**config.mk**
```make
export PLATFORM = sky130hd
export DESIGN_NAME = fetch_unit
export DESIGN_NICKNAME = d
export VERILOG_FILES = /design/src/rtl/cpu_pkg.sv /design/src/rtl/jump_lut.sv /design/src/rtl/fetch_unit.sv
export SDC_FILE = /design/constraint.sdc
export NUM_CORES = 1
export LEC_CHECK = 0
export CORE_MARGIN = 5
export CORE_UTILIZATION = 30
export DETAILED_ROUTE_END_ITERATION = 8
export GPL_ROUTABILITY_DRIVEN = 0
export PLACE_DENSITY = 0.54
export SYNTH_ARGS = -nofsm -noshare
export SYNTH_HDL_FRONTEND = slang
export SYNTH_HIERARCHICAL = 1
export SYNTH_SLANG_ARGS = --single-unit
export TNS_END_PERCENT = 50
```
**constraint.sdc**
```tcl
create_clock -name clk -period 2.6 [get_ports clk]
set_clock_uncertainty 0.2 [all_clocks]
set_input_delay 0.65 -clock clk [delete_from_list [all_inputs] [get_ports clk]]
set_output_delay 0.65 -clock clk [all_outputs]
set_load 0.02 [all_outputs]
```
**src/rtl/cpu_pkg.sv**
```systemverilog
// Shared CPU definitions: fetch FSM state encoding, datapath widths and the
// opcode table used by the control decoder, the fetch stage and the benches.
// No ports (package).
package cpu_pkg;

    typedef enum logic [1:0] {
        IDLE  = 2'd0,
        RUN   = 2'd1,
        FAULT = 2'd2
    } fetch_state_t;

    localparam int INSTR_W = 9;
    localparam int ACC_W   = 8;

    localparam logic [4:0] OP_BEQ  = 5'd22;
    localparam logic [4:0] OP_RB   = 5'd23;
    localparam logic [4:0] OP_AB   = 5'd24;
    localparam logic [4:0] OP_DONE = 5'd31;

endpackage : cpu_pkg

```
**src/rtl/jump_lut.sv**
```systemverilog
// Absolute-jump target table, read combinationally.
// Contents are fixed at elaboration and taken from a built-in table.
// Ports:
//   idx    in  LUT_AW  table index
//   target out PC_W    jump target for that index
module jump_lut #(
    parameter int    LUT_AW   = 4,
    parameter int    PC_W     = 10,
    parameter string LUT_FILE = "jump_lut.hex"
) (
    input  logic [LUT_AW-1:0] idx,
    output logic [PC_W-1:0]   target
);

    localparam int LUT_DEPTH = 2 ** LUT_AW;

    logic [PC_W-1:0] lut_mem_s [0:LUT_DEPTH-1];

    // Built-in table; entry 3 and the last entry are deliberate landmarks
    // (mid-program target and last legal word of a 1K program).
    function automatic logic [PC_W-1:0] default_entry(input int unsigned i);
        logic [PC_W-1:0] v;
        case (i)
            32'd3:  v = PC_W'(12'h120);
            32'd15: v = PC_W'(12'h3FF);
            default: v = PC_W'(i * 32'd64);
        endcase
        return v;
    endfunction

    for (genvar g = 0; g < LUT_DEPTH; g++) begin : g_entry
        assign lut_mem_s[g] = default_entry(g);
    end

    assign target = lut_mem_s[idx];

endmodule : jump_lut

```
**src/rtl/fetch_unit.sv**
```systemverilog
// Program counter / instruction fetch stage.
// Holds the PC (driven straight onto imem_addr), computes the next PC from the
// control decoder's enables, and parks in FAULT on an out-of-range target.
// Optional statistics counters are built when FETCH_STATS_EN is defined.
// Ports:
//   clk, rst_n                 clock, async active-low reset
//   pc_reset                   synchronous restart (highest priority)
//   pc_enable                  advance PC this cycle
//   reljump_enable             relative branch (signed acc_value offset)
//   absjump_enable             absolute branch via LUT[acc_value[LUT_AW-1:0]]
//   compare_enable, cmp_flag   conditional branch qualifier
//   acc_value [7:0]            accumulator
//   imem_addr [PC_W-1:0]       current PC
//   branch_taken               registered one-cycle pulse after a taken branch
//   pc_fault                   sticky out-of-range flag
//   instr_count [31:0]         (FETCH_STATS_EN) non-faulting advances
//   taken_count [15:0]         (FETCH_STATS_EN) taken branches
module fetch_unit
    import cpu_pkg::*;
#(
    parameter int    PC_W       = 10,
    parameter int    PROG_DEPTH = 1024,
    parameter int    START_ADDR = 0,
    parameter int    LUT_AW     = 4,
    parameter string LUT_FILE   = "jump_lut.hex"
) (
    input  logic             clk,
    input  logic             rst_n,
    input  logic             pc_reset,
    input  logic             pc_enable,
    input  logic             reljump_enable,
    input  logic             absjump_enable,
    input  logic             compare_enable,
    input  logic             cmp_flag,
    input  logic [ACC_W-1:0] acc_value,
    output logic [PC_W-1:0]  imem_addr,
    output logic             branch_taken,
    output logic             pc_fault
`ifdef FETCH_STATS_EN
    ,
    output logic [31:0]      instr_count,
    output logic [15:0]      taken_count
`endif
);

    // One extra bit so negative and >= 2**PC_W candidates are both visible.
    localparam int            CW       = PC_W + 1;
    localparam logic [CW-1:0] DEPTH_C  = CW'(PROG_DEPTH);
    localparam logic [PC_W-1:0] START_C = PC_W'(START_ADDR);

    fetch_state_t    state_r, next_state_s;
    logic [PC_W-1:0] pc_r, pc_next_s;
    logic            branch_taken_r, bt_next_s;
    logic            pc_fault_r, fault_next_s;

    logic [PC_W-1:0] lut_target_s;
    logic [CW-1:0]   rel_off_s;
    logic [CW-1:0]   cand_s;
    logic            rel_taken_s;
    logic            branch_s;
    logic            out_of_range_s;
    logic            advance_s;

    jump_lut #(
        .LUT_AW   (LUT_AW),
        .PC_W     (PC_W),
        .LUT_FILE (LUT_FILE)
    ) u_jump_lut (
        .idx    (acc_value[LUT_AW-1:0]),
        .target (lut_target_s)
    );

    assign rel_off_s   = {{(CW-ACC_W){acc_value[ACC_W-1]}}, acc_value};
    assign rel_taken_s = reljump_enable & (~compare_enable | cmp_flag);
    assign branch_s    = absjump_enable | rel_taken_s;
    assign advance_s   = (state_r == RUN) & pc_enable & ~pc_reset;

    // Candidate next PC by priority: absolute, taken relative, sequential.
    always_comb begin
        cand_s = {1'b0, pc_r} + CW'(1'b1);
        if (absjump_enable) begin
            cand_s = {1'b0, lut_target_s};
        end else if (rel_taken_s) begin
            cand_s = {1'b0, pc_r} + rel_off_s;
        end else begin
            cand_s = {1'b0, pc_r} + CW'(1'b1);
        end
    end

    // A set top bit means negative (or overflowed past 2**PC_W); either way
    // the unsigned compare against the depth catches it.
    assign out_of_range_s = (cand_s >= DEPTH_C);

    // FSM state register.
    always_ff @(posedge clk or negedge rst_n) begin
        if (!rst_n) begin
            state_r <= IDLE;
        end else begin
            state_r <= next_state_s;
        end
    end

    // FSM next-state logic.
    always_comb begin
        next_state_s = state_r;
        if (pc_reset) begin
            next_state_s = RUN;
        end else begin
            case (state_r)
                IDLE:    next_state_s = IDLE;
                RUN:     next_state_s = (pc_enable && out_of_range_s) ? FAULT : RUN;
                FAULT:   next_state_s = FAULT;
                default: next_state_s = FAULT;
            endcase
        end
    end

    // FSM output logic: next PC, branch pulse and fault flag.
    always_comb begin
        pc_next_s    = pc_r;
        bt_next_s    = 1'b0;
        fault_next_s = pc_fault_r;
        if (pc_reset) begin
            pc_next_s    = START_C;
            fault_next_s = 1'b0;
        end else if (advance_s) begin
            if (out_of_range_s) begin
                fault_next_s = 1'b1;
            end else begin
                pc_next_s = cand_s[PC_W-1:0];
                bt_next_s = branch_s;
            end
        end else begin
            pc_next_s = pc_r;
        end
    end

    // PC and status registers.
    always_ff @(posedge clk or negedge rst_n) begin
        if (!rst_n) begin
            pc_r           <= '0;
            branch_taken_r <= 1'b0;
            pc_fault_r     <= 1'b0;
        end else begin
            pc_r           <= pc_next_s;
            branch_taken_r <= bt_next_s;
            pc_fault_r     <= fault_next_s;
        end
    end

    assign imem_addr    = pc_r;
    assign branch_taken = branch_taken_r;
    assign pc_fault     = pc_fault_r;

`ifdef FETCH_STATS_EN
    logic [31:0] instr_count_r;
    logic [15:0] taken_count_r;

    // Saturating statistics counters; cleared on restart, frozen in FAULT.
    always_ff @(posedge clk or negedge rst_n) begin
        if (!rst_n) begin
            instr_count_r <= 32'd0;
            taken_count_r <= 16'd0;
        end else if (pc_reset) begin
            instr_count_r <= 32'd0;
            taken_count_r <= 16'd0;
        end else begin
            if (advance_s && !out_of_range_s && (instr_count_r != 32'hFFFF_FFFF)) begin
                instr_count_r <= instr_count_r + 32'd1;
            end
            if (bt_next_s && (taken_count_r != 16'hFFFF)) begin
                taken_count_r <= taken_count_r + 16'd1;
            end
        end
    end

    assign instr_count = instr_count_r;
    assign taken_count = taken_count_r;
`endif

endmodule : fetch_unit

```
# Yosys cells after proc, flatten, opt, wreduce, memory -nomap -nowiden
# Memories as Yosys holds them, arrays and structs flattened.
# Index checks and enable logic that the tools add are counted.
[word_totals]
register_bits = 14
mem_bits_ro = 160
inputBits = 16
elab_cells = 41
mem_count = 1
[mem_list]
columns = ["memory", "words", "width", "rd", "rd_ports_with_merged_regs", "write_ports", "line", "rtl"]
rows = [
  ["(no name shown)", 16, 10, 1, 0, 0, "jump_lut.sv:35", "assign target = lut_mem_s[idx];"],
]
[classes]
n_addsub = 2
order_cmp = 2
n_eq_ne = 2
muxes = 16
n_bitwise = 8
n_reduce_logical = 6
[op_table]
columns = ["cell", "n"]
rows = [
  ["10-bit 2-to-1 mux", 5],
  ["11-bit 2-to-1 mux", 2],
  ["10-bit by 1-bit adder with 11-bit output, second input constant", 1],
  ["10-bit by 11-bit adder with 11-bit output", 1],
  ["11-bit >= comparator, second input constant", 1],
  ["1-bit 2-to-1 mux", 6],
  ["5-bit >= comparator, second input constant", 1],
  ["4-bit NOT with 5-bit output", 1],
  ["2-bit 2-to-1 mux", 2],
  ["2-bit one-hot mux with 2 select lines", 1],
  ["2-bit AND reduction", 2],
  ["2-bit nonzero test", 2],
  ["1-bit bitwise AND", 3],
  ["2-bit by 1-bit equality test with 1-bit output, second input constant", 1],
  ["2-bit zero test", 1],
  ["2-bit != test, second input constant", 1],
  ["1-bit NOT", 2],
  ["1-bit OR", 2],
  ["1-bit logical AND", 1],
]

# Depth between registers and ports, before layout
# Gate-level depths: netlist of run 1.
[depth]
ltp_word = 10
ltp_mapped = 13
ltp_nobuf = 13

# Hierarchy
# The synthesis of run 1 kept the hierarchy.
[by_module_without_submodules]
columns = ["mod", "instances", "cells_each", "area_each_um2", "seq_area_each_um2"]
rows = [
  ["fetch_unit", 1, 144, 1229.9, 350.3],
  ["jump_lut", 1, 14, 90.1, 0.0],
]

# Least setup slack after synthesis of run 1
# No wires, ideal clock.
[synth_timing]
kind = "input to register"
from = "input reljump_enable"
to = "register pc_r[1], in the netlist imem_addr[1]"
arrival_time_ns = 2.977
required_ns = 2.281
slack_ns = -0.696
cell_stages = 10
path_buffers = 0
path_cell_list = "a21boi_1 nand2_1 fa_1 nor2b_4 o31a_1 o21bai_1 a21oi_1 mux2i_4 a21oi_1 o21ba_2"
[synth_via]
elab_chain_cells = 6
elab_cells_between_ends = 9
cone_classes = "1 x order compare; 1 x eq/ne; 5 x mux; 1 x bitwise; 1 x reduce/logical"
[synth_lines]
columns = ["item", "line", "rtl"]
rows = [
  ["from (decl)", "fetch_unit.sv:31", "input logic reljump_enable,"],
  ["1-bit bitwise AND (*)", "fetch_unit.sv:74", "assign rel_taken_s = reljump_enable & (~compare_enable | cmp_flag);"],
  ["11-bit 2-to-1 mux (*)", "fetch_unit.sv:83", "end else if (rel_taken_s) begin"],
  ["11-bit 2-to-1 mux (*)", "fetch_unit.sv:81", "if (absjump_enable) begin"],
  ["11-bit >= comparator / 10-bit 2-to-1 mux (equally long branches)", "fetch_unit.sv:92, fetch_unit.sv:127", ""],
  ["2-bit != test (no source line) / 10-bit 2-to-1 mux (equally long branches)", "n/a", ""],
  ["2-bit AND reduction (no source line) / 10-bit 2-to-1 mux (equally long branches)", "n/a", ""],
  ["to (signal assigned)", "fetch_unit.sv:145", "pc_r <= pc_next_s;"],
  ["to (decl)", "fetch_unit.sv:52", "logic [PC_W-1:0] pc_r, pc_next_s;"],
]
# Mark *: on every way between the ends. The rest lies on a longest branch, timed or not. The select of a mux whose other input is x is not followed.
# A chain may end at the register's enable or synchronous reset.

# Worst setup path in the final report of run 1
[layout_timing]
from = "input compare_enable"
to = "register pc_r[8], in the netlist imem_addr[8]"
[layout_via]
elab_chain_cells = 8
elab_cells_between_ends = 11
cone_classes = "1 x order compare; 1 x eq/ne; 5 x mux; 3 x bitwise; 1 x reduce/logical"
[layout_lines]
columns = ["item", "line", "rtl"]
rows = [
  ["from (decl)", "fetch_unit.sv:33", "input logic compare_enable,"],
  ["1-bit NOT (*)", "fetch_unit.sv:74", ""],
  ["1-bit OR (*)", "fetch_unit.sv:74", ""],
  ["1-bit bitwise AND (*)", "fetch_unit.sv:74", ""],
  ["11-bit 2-to-1 mux (*)", "fetch_unit.sv:83", ""],
  ["11-bit 2-to-1 mux (*)", "fetch_unit.sv:81", ""],
  ["11-bit >= comparator / 10-bit 2-to-1 mux (equally long branches)", "fetch_unit.sv:92, fetch_unit.sv:127", ""],
  ["2-bit != test (no source line) / 10-bit 2-to-1 mux (equally long branches)", "n/a", ""],
  ["2-bit AND reduction (no source line) / 10-bit 2-to-1 mux (equally long branches)", "n/a", ""],
]
# Marked as above.

==> impl_metrics.ini, run 1 <==
[worst_setup_path]
critPathArrivalTime_ps = 3060
crit_type = in -> reg
crit_path_max_fanout = 5
required_ps = 2560
worst_setup_path_end_kind = register
startpoint_type = primary input

[sta]
fin_crit_sh_pct = 119
fmax_mhz = 322
final_hold_viol_count = 0
rsz0062_at_grt = yes
holdWs_ps = 315
max_slew_margin_pct = 57.1
layout_setup_ws_ps = -505
worst_slew_pin_slew_ps = 641
maxSlewViolCount = 0
finalSetupViolCount = 14
period_minus_slack_ps = 3110

[clock_tree]
cts_htree_levels = 1
cts_buffer_depth = 2
cts_buffers = 3
clk_pin_slew_ps = 60
clk_latency_ps = 250
cts_tree = yes
cts.sinks = 14
root_buffer = clkbuf_8

[place]
placed_cells = 267
portBuffers = 27
dp_hpwl_mm = 3.30

[logic_synthesis]
synth_cell_type_count = 40
seq_area_frac_synth_pct = 26.5
syn_inst = 158
synthArstFlopShare_pct = 100
synthTopCellsByArea = dfrtp_1 (27%), a21oi_1 (9.5%), ha_1 (9.5%), a211oi_1 (6.3%), nand2_1 (4.3%)
ys_warn_count = 6
syn-cell-area_um2 = 1320
synth_top_area_share_pct = 26.5
yosys_most_used_dff = dfrtp_1
ys_ff_latch = 14
yosys.area.top_type = dfrtp_1
syn_nets = 185
synth-edff-count = 0
avgSynthCellArea_um2 = 8.35

[global_route]
antenna_found_initial = 0
grt_util_all_layers_pct = 14.8
grt_overflow = 0
grt_pass1_vias = 1489
grt_max_degree = 19
grt_pass1_wl_mm = 7.18

[detailed_routing]
first_pass_iters = 4
finalWirelength_mm = 4.29
drtIter0Drc = 121
avgRoutedWirePerCell_um = 15.5
vias = 1428
via_per_inst = 5.16
drc = 0
ant_nets = 0

[power_and_ir_drop]
combPwrFrac_pct = 47.1
peakVddDrop_v = 0.000273
p_per_area_nw_per_um2 = 409
power_switching_share_pct = 34.3
p_leak_nw = 0.945
p_int_mw = 0.588
clkPwrFrac_pct = 23.9
pwr-share-seq_pct = 29.0
p_sw_mw = 0.307

[min_path]
min_path_type = reg -> reg

[flow_run]
max-cap-violations = 0

[floorplanning]
initial_utilization_pct = 30.5
die_h_um = 76.3
row_count = 24
design.die.area_um2 = 5830
core_area_um2 = 4320
die_w_um = 76.3
ios = 28

[cells_and_area]
seq_area_um2 = 350
syn_to_final_growth_pct = 66.0
instances_no_fill = 277
antennaDiodeCount = 0
utilization_pct = 50.7
nFillCells = 409
nets = 253
layout-drive-gt1-share_pct = 39.1
multi_input_area_um2 = 1070

[run_status]
violations = setup timing
outcome = finished with violations
-- timing repair --
| item | in CTS | in global routing |
|---|---|---|
| hold buffers | 0 | 0 |
| gates resized for setup | 43 | 4 |
| pin swaps | 18 | 6 |
| buffers inserted | 2 | 2 |
| endpoints found under the setup margin | 14 | 14 |
| gates cloned | 2 | 0 |
-- path summary, 6_finish.rpt --
| kind | startpoint | end | slack (ps) | cells past startpoint |
|---|---|---|---|---|
| worst min-delay path | pc_fault | pc_fault | 320 | 2 |
| max in group asynchronous | rst_n | imem_addr[3] | 1200 | 1 |
| worst max register to register | imem_addr[0] | imem_addr[4] | -130 | 11 |
| worst max-delay path | compare_enable | imem_addr[8] | -510 | 14 |
| worst min register to register | pc_fault | pc_fault | 320 | 2 |
| min in group asynchronous | rst_n | imem_addr[7] | 590 | 1 |
-- through the flow --
step | setup slack (ps) | power [mW] | setup TNS [ps] | area [µm²]
finish | -505 | 0.895 | -6460 | 2190
floorplan | -395 | 0.450 | -4660 | 1340
global route | -596 | 0.951 | -7650 | 2190
global placement | -1120 | 0.629 | -14840 | 1910
CTS | -489 | 0.891 | -6340 | 2160
detailed placement | -1160 | 0.632 | -15170 | 1910
-- kinds of logic (layout without fill, tap and decap cells) --
logic type	after synthesis	after routing	synth area share (%)
compound gates	65	66	33.4
xor+xnor	3	3	2.56
fa+ha+maj	11	11	11.0
buf+inv	15	81	5.69
flops	14	14	26.5
mux	2	2	2.46
simple gates	48	48	18.4
-- Yosys cell counts (all sizes together), types with 2 or more instances --
cell	instances
nor2	10
inv	7
ha	10
buf	5
a41oi	2
mux2i	2
a311oi	2
xnor2	3
nor4	2
o21ai	4
o31a	2
o21a	4
clkbuf	3
nand2	15
a21oi	29
nand3	3
a21boi	3
and2	5
nor3	6
nor2b	2
o21bai	2
dfrtp	14
a211oi	11
a21o	2
-- worst max-delay path: stages --
cell and delay [ps]:
buf_6 100, a21boi_4 250, buf_4 160, and2_4 140, ha_4 190, nor2b_4 120, o31a_1 290, o21bai_2 210
buf_4 130, buf_4 100, a21oi_1 70, o21a_1 170, o31a_1 260, a211oi_2 210
-- cell usage in the layout (no fill, tap or decap), types with 2 or more instances in the layout --
cell and count:
buf_4 40, clkdlybuf4s50_1 21, a21oi_1 20, nand2_1 14, dfrtp_1 14, nor2_1 10
a21oi_2 7, a211oi_2 7, ha_1 7, nor3_1 6, inv_1 5, and2_1 4
o21a_1 4, a211oi_1 4, clkbuf_8 4, buf_6 4, a21oi_4 3, o21ai_0 3
ha_4 3, inv_2 2, o31a_1 2, nand3_1 2, a21o_1 2, a41oi_2 2
nor4_1 2, xnor2_1 2, a311oi_1 2, dlygate4sd2_1 2, a21boi_0 2
-- per-layer routing --
metal / share of wire [%] / vias up / track usage, %
li1: - / 721 / -
met1: 45 / 677 / 19.4
met2: 50 / 30 / 25.9
met3: 4.2 / 0 / 2.96
met4: 0 / 0 / 1.57
met5: 0 / - / 0
-- power by group through the flow --
stage,Sequential (mW),Combinational [mW],Clock [mW]
global placement,0.259,0.369,0
finish,0.260,0.422,0.214
CTS,0.260,0.415,0.216
detailed placement,0.260,0.372,0
global route,0.262,0.460,0.229
floorplan,0.278,0.172,0
-- cell type report --
class                   count  share of cell area (%)
inverters                   7                    1.20
clock buffers               4                    2.51
flip-flops and latches     14                    16.0
repair buffers             70                    28.4
multi-input cells         130                    48.9
well taps                  52                    2.97
-- state kept, by name, summed over array words and instances, names as in the netlist --
register and count:
imem_addr 10, state_r 2, branch_taken 1, pc_fault 1
(Power assumes the default switching activity.)
==> run 2, diff against run 1 <==
--- a/config.mk
+++ b/config.mk
@@ -7,9 +7,10 @@
 export LEC_CHECK = 0
 export CORE_MARGIN = 5
 export CORE_UTILIZATION = 30
+export CTS_CLUSTER_SIZE = 12
 export DETAILED_ROUTE_END_ITERATION = 8
 export GPL_ROUTABILITY_DRIVEN = 0
-export PLACE_DENSITY = 0.54
+export PLACE_DENSITY = 0.52
 export SYNTH_ARGS = -nofsm -noshare
 export SYNTH_HDL_FRONTEND = slang
 export SYNTH_HIERARCHICAL = 1
==> constraint.sdc (replaced) <==
create_clock -name clk -period 3.5 [get_ports clk]
set_clock_uncertainty 0.2 [all_clocks]
set_input_delay 0.875 -clock clk [delete_from_list [all_inputs] [get_ports clk]]
set_output_delay 0.875 -clock clk [all_outputs]
set_load 0.02 [all_outputs]
==> impl_metrics.ini, run 2 (synthesis results as in run 1) <==
[run_status]
outcome = finished, final reports clean

[worst_setup_path]
critPathLaunch = acc_value[2]
crit_path_max_fanout = 5
rrSetupSlack_ps = 830
startpoint_type = primary input
critPathArrivalTime_ps = 3300
worst_setup_path_end_kind = register
crit_type = in -> reg
required_ps = 3440
worstReg2RegStart = imem_addr[0]

[sta]
max_slew_margin_pct = 52.0
final_hold_viol_count = 0
fmax_mhz = 298
period_minus_slack_ps = 3360
worst_slew_pin_slew_ps = 717
fin_crit_sh_pct = 95.9
finalSetupViolCount = 0
maxSlewViolCount = 0
rsz0062_at_grt = no
holdWs_ps = 309

[power_and_ir_drop]
pwr-share-seq_pct = 29.4
p_int_mw = 0.433
power_mw = 0.664
power_switching_share_pct = 34.7
clkPwrFrac_pct = 23.7
p_sw_mw = 0.231
peakVddDrop_v = 0.000183
p_leak_nw = 0.922
combPwrFrac_pct = 46.9
p_per_area_nw_per_um2 = 311

[floorplanning]
ios = 28
design.die.area_um2 = 5830
row_count = 24
initial_utilization_pct = 30.5
die_w_um = 76.3
core_area_um2 = 4320
die_h_um = 76.3

[global_route]
grt_pass1_wl_mm = 7.29
grt_overflow = 0
grt_util_all_layers_pct = 15.1
grt_pass1_vias = 1509
grt_max_degree = 15
antenna_found_initial = 0

[detailed_routing]
drc = 0
ant_nets = 0
drtIter0Drc = 98
first_pass_iters = 4
finalWirelength_mm = 4.42
via_per_inst = 5.27
vias = 1450
avgRoutedWirePerCell_um = 16.1

[place]
placed_area_um2 = 1870
placed_cells = 264
dp_hpwl_mm = 3.38
portBuffers = 27

[flow_run]
max-cap-violations = 0

[min_path]
hold_start = pc_fault
min_path_type = reg -> reg

[cells_and_area]
syn_to_final_growth_pct = 61.8
instances_no_fill = 275
nFillCells = 428
antennaDiodeCount = 0
final_common_cell = buf_4
largest_register_ffs = 10
fin_area_um2 = 2140
utilization_pct = 49.4
multi_input_area_um2 = 1060
layout-drive-gt1-share_pct = 39.5
final_cell_mix = buf_4 (37), clkdlybuf4s50_1 (23), a21oi_1 (19)
nets = 251
seq_area_um2 = 350

[clock_tree]
cts_buffer_depth = 2
cts_tree = yes
clk_pin_slew_ps = 60
clk_latency_ps = 250
root_buffer = clkbuf_8
cts_htree_levels = 1
cts.sinks = 14
cts_buffers = 3
## run 2: cell count changes in the layout (fill, tap and decap cells not counted), sizes merged
cell           delta
a21oi             -1
dlygate4sd2       -1
buf               -5
clkbuf            +2
clkdlybuf4s50     +2
mux2i             +1
## run 2: per-stage QoR
stage / worst slack [ps] / setup TNS, ps
2_1_floorplan: 82.0 / 0
3_3_place_gp: -539 / -6050
3_5_place_dp: -611 / -6820
4_1_cts: 24.0 / 0
5_1_grt: 39.5 / 0
6_report: 142 / 0
## run 2: power by group through the flow
stage               clock [mW]  combinational, mW  sequential, mW
floorplan                    0              0.126           0.206
global placement             0              0.264           0.196
detailed placement           0              0.267           0.196
CTS                      0.160              0.300           0.195
global route             0.169              0.339           0.197
finish                   0.158              0.311           0.195
## run 2: metal layers
metal  vias up  share of wire [%]  track usage, %
li1        712                  -               -
met1       681                 44            18.8
met2        51                 49            25.8
met3         6                5.0            3.31
met4         0                2.1            4.90
met5         -                  0               0
## run 2: layout make-up
type / instances / share of cell area (%)
Multi-Input combinational cell: 130 / 49.7
Timing Repair Buffer: 68 / 27.0
Sequential cell: 14 / 16.4
Tap cell: 52 / 3.05
Clock buffer: 4 / 2.58
Inverter: 7 / 1.23
## run 2: timing repair
| item | in CTS | in global routing |
|---|---|---|
| hold endpoints to repair | 0 | 0 |
| endpoints found under the setup margin | 14 | 14 |
| resized for setup | 32 | 15 |
| hold buffers | 0 | 0 |
| setup buffers | 5 | 1 |
| gates cloned | 1 | 0 |
| pin swaps | 12 | 11 |
## run 2: final timing paths
kind	end	cells after the start
worst max-delay path	imem_addr[9]	11
worst min-delay path	pc_fault	2
worst max register to register	imem_addr[9]	11
worst min register to register	pc_fault	2
max in group asynchronous	imem_addr[4]	1
min in group asynchronous	state_r[1]	1
## run 2: worst max-delay path: stages
cell	delay, ps
clkdlybuf4s50_1	510
and2_4	160
ha_4	190
nor2b_4	120
o31a_1	280
a211o_1	290
a21oi_2	170
xnor2_2	200
a21oi_4	110
buf_6	150
a311oi_2	240
==> variant (settings of run 2) <==
`PC_W` is set to 10 in 2 places; all go to 20.
--- a/src/rtl/jump_lut.sv
+++ b/src/rtl/jump_lut.sv
@@ -5,7 +5,7 @@
 //   target out PC_W    jump target for that index
 module jump_lut #(
     parameter int    LUT_AW   = 4,
-    parameter int    PC_W     = 10,
+    parameter int    PC_W     = 20,
     parameter string LUT_FILE = "jump_lut.hex"
 ) (
     input  logic [LUT_AW-1:0] idx,
--- a/src/rtl/fetch_unit.sv
+++ b/src/rtl/fetch_unit.sv
@@ -18,7 +18,7 @@
 module fetch_unit
     import cpu_pkg::*;
 #(
-    parameter int    PC_W       = 10,
+    parameter int    PC_W       = 20,
     parameter int    PROG_DEPTH = 1024,
     parameter int    START_ADDR = 0,
     parameter int    LUT_AW     = 4,
Interface: changed (resized imem_addr); port bits go from 28 to 38. No check against the original RTL was run, so the function may have changed too.
==> variant against run 2 <==
- the flow now finishes with violations (setup timing)
- clock power rose by 65%
- sequential cell count rose by 10
- cell area rose by 72%
- setup slack worse by 0.71 ns
- sequential share of layout area decreased by 0.088 points
- critical path depth rose by 4
- routed wire length is 88% higher
- synthesized cell count rose by 99%
- total power grew 14%
- synthesized area grew 89%
- highest routed layer unchanged
==> variant: results (changes against run 2) <==
Routed WL: 8330 um (+88%)
Top post-synthesis cells by area: dfrtp_1, buf_4, nor2_1
Clk slew on worst S/H paths: 0.10 ns (+0.04 ns)
WL met1: 3790 um (+95%)
CTS Root Cell: clkbuf_8
Failing checks: setup timing
Final setup fails: 24 (+24)
Number of flip-flops in the largest register: 20 (+10)
Clk pwr: 260 uW (+65%)
Netlist cell types: 67 (+68%)
First-pass GRT wire length: 13,200 um (+81%)
# diodes: 0 (unchanged)
Psw: 220 uW (-4.6%)
Vias per inst: 5.35 (+1.5%)
WL met2: 4050 um (+87%)
HPWL after DPL: 5900 um (+75%)
Total GRT Usage: 16.2% (+1.1 points)
Cells after DPL: 487 (+84%)
Arrival @ worst endpoint: 4.05 ns (+0.75 ns)
Syn Inst Count: 314 (+99%)
Worst Reg2Reg Path Length in Cells: 13 (+2)
Slew headroom: 66.6% (+15 points)
Synth top area share: 24.1% (-2.4 points)
Largest net degree at the start of global routing: 31 (+16)
Routed wire per std cell: 16.4 um (+2.2%)
Logic pwr share: 28.0% (-19 points)
Critical path's slowest cell: or4b_4
Share of layout cells above drive strength 1: 33.1% (-6.4 points)
Number of port buffers: 37 (+37%)
Placed cell area: 3290 um2 (+76%)
GRT met2 Usage: 27.3% (+1.5 points)
Leakage power: 0.00160 uW (+73%)
Clk_lat worst skew: 0.28 ns (+0.03 ns)
GR Layer Usage met1: 21.5% (+2.7 points)
Placement Setup Slack: -1.23 ns (-0.622 ns)
Iteration-0 DRC Markers: 137 (+40%)
Crit-path max FO: 6 (+1)
Met3 Usage GRT: 2.89% (-0.42 points)
Comb pwr: 212 uW (-32%)
Post-CTS sizing: 39 (+22%)
Top post-synthesis cells by count: nor2_1, dfrtp_1, a21oi_1
Top sig layer: met4
R2R setup slack: 0.05 ns (-0.78 ns)
Nets@finish: 428 (+71%)
Fin worst setup slack: -0.571 ns (-0.713 ns)
Setup_tns: -11.00 ns (-11.00 ns)
Vias in the first global route: 2,587 (+71%)
Status: finished with violations
WL met3: 338 um (+53%)
Crit path capture: state_r[1]
Maximum VDD drop: 0.000113 V (-38%)
Hold path depth: 2 (unchanged)
Hold_ws: 0.312 ns (+0.00253 ns)
Setup crit start: cmp_flag
Sequential share of the synthesized area: 24.1% (-2.4 points)
-- variant: cell types whose count changed after synthesis, moves of 7 or more --
| cell | before | now |
|---|---|---|
| nor2_1 | 10 | 27 |
| nand3_1 | 3 | 16 |
| buf_4 | 5 | 17 |
| clkbuf_1 | 3 | 15 |
| and3_1 | 0 | 10 |
| dfrtp_1 | 14 | 24 |
| a31oi_1 | 0 | 8 |
| nor4_1 | 2 | 10 |
| a21oi_1 | 25 | 18 |
| mux2i_1 | 1 | 8 |
-- variant: logic make-up (layout without fill, tap and decap cells) --
family	count (synthesis)	after routing	synth area share, %
simple gates	128	128	28.4
compound gates	83	83	24.2
buf+inv	50	129	10.9
flops	24	24	24.1
xor+xnor	10	10	3.51
fa+ha+maj	9	9	4.82
mux	9	9	3.82
other cells	1	10	0.150
-- variant: area by class of cell --
type,count,area [um2]
Sequential cell,24,601
Timing Repair Buffer,114,990
Tap cell,105,131
Clock buffer,3,41.3
Clock inverter,1,30.0
Multi-Input combinational cell,249,1850
Fill cell,806,4490
Inverter,11,41.3
